[config.mk]
export PLATFORM = sky130hd
export DESIGN_NAME = sample_writer
export DESIGN_NICKNAME = d
export VERILOG_FILES = /design/src/rtl/sample_writer_pkg.sv /design/src/rtl/sample_writer.sv
export SDC_FILE = /design/constraint.sdc
export NUM_CORES = 1
export LEC_CHECK = 0
export ABC_AREA = 1
export CAP_MARGIN = 20
export CORE_ASPECT_RATIO = 1.5
export CORE_MARGIN = 4
export CORE_UTILIZATION = 45
export DETAILED_ROUTE_END_ITERATION = 8
export PLACE_DENSITY = 0.77
export SETUP_SLACK_MARGIN = 0.15
export SLEW_MARGIN = 20
export SYNTH_ARGS = -nofsm -noshare
export SYNTH_HDL_FRONTEND = slang
export SYNTH_SLANG_ARGS = --single-unit
export TNS_END_PERCENT = 50
[constraint.sdc]
create_clock -name clk -period 3.2 [get_ports clk]
set_input_delay 0.8 -clock clk [delete_from_list [all_inputs] [get_ports clk]]
set_output_delay 0.8 -clock clk [all_outputs]
set_load 0.1 [all_outputs]
[src/rtl/sample_writer_pkg.sv]
// sample_writer_pkg: shared state enum and default sizing for sample_writer
package sample_writer_pkg;
  typedef enum logic [1:0] {IDLE, LOAD, FULL} state_t;
  localparam int DEF_DEPTH  = 8192;
  localparam int DEF_ADDR_W = 13;
  localparam int DEF_DATA_W = 16;
endpackage

[src/rtl/sample_writer.sv]
// sample_writer: streams accepted samples into a reservoir memory, one registered write per handshake
// Ports: clk, reset (async, active-high); start (begin new load at address 0);
//   s_data/s_valid/s_ready (sample stream in); wr_en/wr_addr/wr_data (memory write port);
//   count (words since start, saturating at DEPTH); busy (in LOAD); done (memory filled);
//   overflow (sticky, sample offered while FULL).
// Build option: define SAMPLE_WRITER_WRAP_EN for circular-buffer mode (address wraps, FULL unreachable).
module sample_writer
  import sample_writer_pkg::*;
#(
  parameter int DEPTH  = DEF_DEPTH,
  parameter int ADDR_W = DEF_ADDR_W,
  parameter int DATA_W = DEF_DATA_W
) (
  input  logic              clk,
  input  logic              reset,
  input  logic              start,
  input  logic [DATA_W-1:0] s_data,
  input  logic              s_valid,
  output logic              s_ready,
  output logic              wr_en,
  output logic [ADDR_W-1:0] wr_addr,
  output logic [DATA_W-1:0] wr_data,
  output logic [ADDR_W:0]   count,
  output logic              busy,
  output logic              done,
  output logic              overflow
);
  localparam logic [ADDR_W-1:0] LAST    = ADDR_W'(DEPTH - 1);
  localparam logic [ADDR_W:0]   CNT_MAX = (ADDR_W + 1)'(DEPTH);
  state_t            state_q, state_d;
  logic [ADDR_W-1:0] addr_q, addr_d, wr_addr_q, wr_addr_d;
  logic [ADDR_W:0]   count_q, count_d;
  logic [DATA_W-1:0] wr_data_q, wr_data_d;
  logic              wr_en_q, wr_en_d, done_q, done_d, ovf_q, ovf_d;
  logic              hs, last;
  assign s_ready  = (state_q == LOAD) && !start;
  assign hs       = s_valid && s_ready;
  assign last     = addr_q == LAST;
  assign wr_en    = wr_en_q;
  assign wr_addr  = wr_addr_q;
  assign wr_data  = wr_data_q;
  assign count    = count_q;
  assign busy     = state_q == LOAD;
  assign done     = done_q;
  assign overflow = ovf_q;
  always_comb begin
    state_d   = state_q;
    addr_d    = addr_q;
    count_d   = count_q;
    wr_en_d   = 1'b0;
    wr_addr_d = wr_addr_q;
    wr_data_d = wr_data_q;
    done_d    = done_q;
    ovf_d     = ovf_q;
    if (start) begin
      state_d = LOAD;
      addr_d  = '0;
      count_d = '0;
      done_d  = 1'b0;
      ovf_d   = 1'b0;
    end else if (hs) begin
      wr_en_d   = 1'b1;
      wr_addr_d = addr_q;
      wr_data_d = s_data;
      addr_d    = last ? '0 : addr_q + 1'b1;
      count_d   = (count_q == CNT_MAX) ? count_q : count_q + 1'b1;
`ifdef SAMPLE_WRITER_WRAP_EN
      done_d    = done_q || last;
`else
      state_d   = last ? FULL : LOAD;
      done_d    = last;
`endif
    end else if (state_q == FULL && s_valid) begin
      ovf_d = 1'b1;
    end
  end
  always_ff @(posedge clk or posedge reset) begin
    if (reset) begin
      state_q   <= IDLE;
      addr_q    <= '0;
      count_q   <= '0;
      wr_en_q   <= 1'b0;
      wr_addr_q <= '0;
      wr_data_q <= '0;
      done_q    <= 1'b0;
      ovf_q     <= 1'b0;
    end else begin
      state_q   <= state_d;
      addr_q    <= addr_d;
      count_q   <= count_d;
      wr_en_q   <= wr_en_d;
      wr_addr_q <= wr_addr_d;
      wr_data_q <= wr_data_d;
      done_q    <= done_d;
      ovf_q     <= ovf_d;
    end
  end
endmodule

After elaboration in Yosys (flattened, before gate mapping)
Index checks and enable logic that the tools add are counted.
Word-level totals
  register bits: 61
  input bits: 20
  output and inout port bits: 48
  word-level logic and storage cells: 42
Cells by class
  add/sub/neg operators: 2
  equality and inequality tests: 6
  muxes and demuxes: 16
  bitwise operators: 1
  reductions and logical operators: 9
Operators by type and width (number)
  two-way mux 14 bit: 3
  two-way mux 13 bit: 3
  adder 14 x 1 -> 14 bit, second input constant: 1
  equality test 14 bit, second input constant: 1
  adder 13 x 1 -> 13 bit, second input constant: 1
  equality test 13 bit, second input constant: 1
  two-way mux 1 bit: 7
  two-way mux 2 bit: 3
  AND reduction 2 bit: 3
  != test 2 bit, second input constant: 2
  nonzero test 2 bit: 2
  logical AND 1 bit: 3
  equality test 2 x 1 -> 1 bit, second input constant: 1
  equality test 2 bit, second input constant: 1
  logical NOT 1 bit: 1
  inverter 1 bit: 1

Longest topological paths before layout
  depth after elaboration: 5
  mapped depth: 9
  depth with buffers taken out: 9

Least setup slack after synthesis
Ideal clock, no wire load.
  kind: register to output
  start point: reg state_q[1]
  end point: out busy
  data arrival time: 2.211 ns
  data required time: 2.400 ns
  path slack: 0.189 ns
  cell stages (with the launch flop): 2
  buffers on the path: 0
  cell sequence: dfrtp_1 -> nor2_1
Between the ends
  word-level cells in the longest chain between the ends: 1
Ends and longest elaborated chain
  from (decl): line sample_writer.sv:30  | state_t state_q, state_d;
  from (signal assigned): line sample_writer.sv:88  | state_q <= state_d;
  equality test 2 x 1 -> 1 bit: line sample_writer.sv:43  | assign busy = state_q == LOAD;
  to (decl): line sample_writer.sv:24  | output logic busy,
Every way passes these cells.

Worst setup path in the final report
  start point: in start
  end point: out s_ready
Between the ends
  word-level cells in the longest chain between the ends: 2
Ends and longest elaborated chain
  from (decl): line sample_writer.sv:16  | input logic start,
  logical NOT 1 bit: line sample_writer.sv:36  | assign s_ready = (state_q == LOAD) && !start;
  logical AND 1 bit: line sample_writer.sv:36
  to (decl): line sample_writer.sv:19  | output logic s_ready,
Every way passes these cells.

==> run metrics <==
vias in the first global route 2548; P_sw around 670 uW; Hold Crit Depth 2; Clock Sinks 60; CP Data Required Time 2.40 ns; WS Path Type in2out; Core Footprint 6260 um2; DIE HEIGHT roughly 110 um; clk buf depth 2; Power Density ~500 nW/um2; Min Clock Period, post-route 2.66 ns; IO Port Bufs 67; DRT iter0 DRCs 127; Inserted Clock Buffers 9; die area a little under 8000 um2; Met1 Wirelength approximately 2.7 mm; worst IR drop on VDD between 0.3 and 0.4 mV; worst-path maximum fanout 2; via count about 2700; CTS hold repair buffers 0; placed cell count 498; hpwl dp around 5.0 mm; top sig layer met4; worst setup margin roughly 0.54 ns; Yosys top cell by area dfrtp_1; postcts setup bufs 0; Reg-to-Reg End addr_q[4]$_DFFE_PP0P_; Switching Fraction roughly 36%; Routed met3 length about 340 um; Cell Area, Placed between 3000 and 4000 um2; final hold viol count 0; crit start category primary input; Clock Skew 0.00388 ns; Slew headroom 48.6%; WP data arrival between 1.5 and 2 ns; Hold Startpoint wr_data[0]$_DFFE_PP0P_; width of the die 74.0 um; clock share of power roughly a third; # DRC 0; Final setup viols 0; Seq/Total Area, Yosys 51.1%; Place WS 0.543 ns; DRT antenna net count 0; initial antenna violation count 0; GRT Total Usage about a fifth; metal2 WL about 3.8 mm; ant diodes 0; hold crit path type reg2reg; Final period util between 80% and 90%; drt wl/cell 13.7 um; Placer Congestion 0.923; Non-Filler Instances approximately 510; WHS Endpoint wr_data[0]$_DFFE_PP0P_; root buf cell clkbuf_8; Final nets 458; clk_lat worst skew approximately 0.33 ns; Syn Inst Count roughly 360; Finished Core Util between 50% and 60%; Syn Std Cell Area 2940 um2; fin area approximately 3700 um2; Int Power about 1.2 mW; Setup TNS 0 ns; area share of the largest cell type after synthesis around 50%; max-slew violations 0; P&R area growth vs syn 27.0%; RSZ-0062 raised after global routing no; Vias/cell between 5 and 6; FP Rows 35; FMAX 0.376 GHz; top cells by area, synth dfrtp_1, nand2_1, nand3_1, nor2_1, inv_1; syn avg cell area between 8 and 9 um2; clk slew on worst S/H paths roughly 0.060 ns; Routed WL around 7.0 mm; max-cap check violation count 0; pin count of the biggest net entering global routing between 60 and 70; TritonCTS clock tree done; CP Capture Type output port; drt first pass iters 4; worst-case reg-to-reg path depth 6; Seq pwr share between 40% and 50%; total grt overflow 0; Pleak between 1.5 and 2 nW; first-pass GRT wire length 11.8 mm; post-CTS resize count 0; Worst Tran Pin Value approximately 0.77 ns; combinational power share 24.4%; status finished, final reports clean; syn_nets 384; Yosys warning total 0; worst reg2reg setup slack 1.49 ns; reg-to-reg startpoint addr_q[0]$_DFFE_PP0P_; Top Ports between 60 and 70; share of layout cells above drive strength 1 18.9%; #FFs+latches synth 60; Synth cell types 29; CTS HTree Levels 3; Initial Util 46.9%
## stage by stage
stage / hold WS, ns / total power [mW]
after floorplan: 0.449 / 1.18
after global placement: 0.464 / 1.30
after detailed placement: 0.466 / 1.30
after CTS: 0.484 / 1.89
after global routing: 0.504 / 1.96
final: 0.479 / 1.88
## worst max-delay path, cell delays in order
cell,delay (ns)
clkdlybuf4s50_1,0.52
nor3_4,0.32
buf_12,0.21
## logic make-up (layout without fill, tap and decap cells)
| family | Yosys count | count (layout) | share of synthesized area, % |
|---|---|---|---|
| adders and majority gates | 3 | 3 | 1.28 |
| xor gates and xnor gates | 10 | 10 | 2.98 |
| DFF | 60 | 60 | 51.1 |
| AOI/OAI and AO/OA | 37 | 37 | 7.36 |
| buffers and inverters | 39 | 117 | 6.26 |
| and+or+nand+nor | 212 | 212 | 31.0 |
## final cells by class
type                            count  area [um2]
Fill cell                         580        2530
Sequential cell                    60        1500
Multi-Input combinational cell    262        1250
Timing Repair Buffer               72         601
Clock buffer                       13         159
Inverter                           30         116
Tap cell                           74        92.6
Clock inverter                      2        10.0
## layout by cell type (no fill, tap or decap)
| master | instances |
|---|---|
| xor2_1 | 8 |
| nor3_4 | 1 |
| ha_1 | 3 |
| xnor2_1 | 2 |
| nand3b_1 | 1 |
| inv_4 | 1 |
| clkinv_2 | 3 |
| clkbuf_8 | 11 |
| o21ai_1 | 3 |
| nand4_2 | 1 |
| nand2_4 | 2 |
| o22ai_1 | 6 |
| inv_2 | 1 |
| or2_2 | 1 |
| nor2_2 | 1 |
| a31oi_1 | 1 |
| nand3_1 | 24 |
| o21ai_0 | 18 |
| nor2_1 | 31 |
| inv_1 | 27 |
| buf_12 | 1 |
| nand2_8 | 1 |
| o21ai_2 | 6 |
| nand2_1 | 139 |
| clkdlybuf4s50_1 | 19 |
| nand2_2 | 1 |
| a21oi_1 | 3 |
| buf_4 | 52 |
| nand4_1 | 9 |
| dfrtp_1 | 60 |
| clkbuf_1 | 2 |
## routing by layer
layer	up-vias	global-route usage (%)
met5	-	0
li1	1308	-
met1	1261	23.1
met2	69	32.2
met4	0	9.46
met3	16	4.03
## power by group through the flow
stage | registers [mW] | clock network [mW] | logic, mW
2_1_floorplan | 1.08 | 0 | 0.0987
3_3_place_gp | 0.836 | 0 | 0.459
3_5_place_dp | 0.837 | 0 | 0.463
4_1_cts | 0.824 | 0.605 | 0.464
5_1_grt | 0.830 | 0.649 | 0.483
6_report | 0.825 | 0.600 | 0.460
## cell usage after synthesis (all sizes together)
library cell	n
buf	8
nand2	143
o22ai	6
or2	1
xor2	8
nor2	32
nor3	1
clkbuf	1
ha	3
xnor2	2
nand4	10
nand3b	1
a21oi	3
inv	29
o21ai	27
clkinv	1
a31oi	1
nand3	24
dfrtp	60
## registers in the layout, summed over array words and instances, names as in the netlist
register,count
wr_data,16
count,14
addr_q,13
wr_addr,13
state_q,2
overflow,1
wr_en,1
## worst max-delay path by stage
| stage | start | depth (start not counted) | endpoint | slack (ns) |
|---|---|---|---|---|
| floorplan | state_q[1]$_DFFE_PP0P_ | 1 | busy | 0.19 |
| global placement | start | 3 | s_ready | 0.54 |
| detailed placement | start | 3 | s_ready | 0.54 |
| CTS | start | 3 | s_ready | 0.54 |
| global route | start | 3 | s_ready | 0.49 |
| finish | start | 3 | s_ready | 0.54 |
No activity file was read; power rests on OpenSTA's default activity.
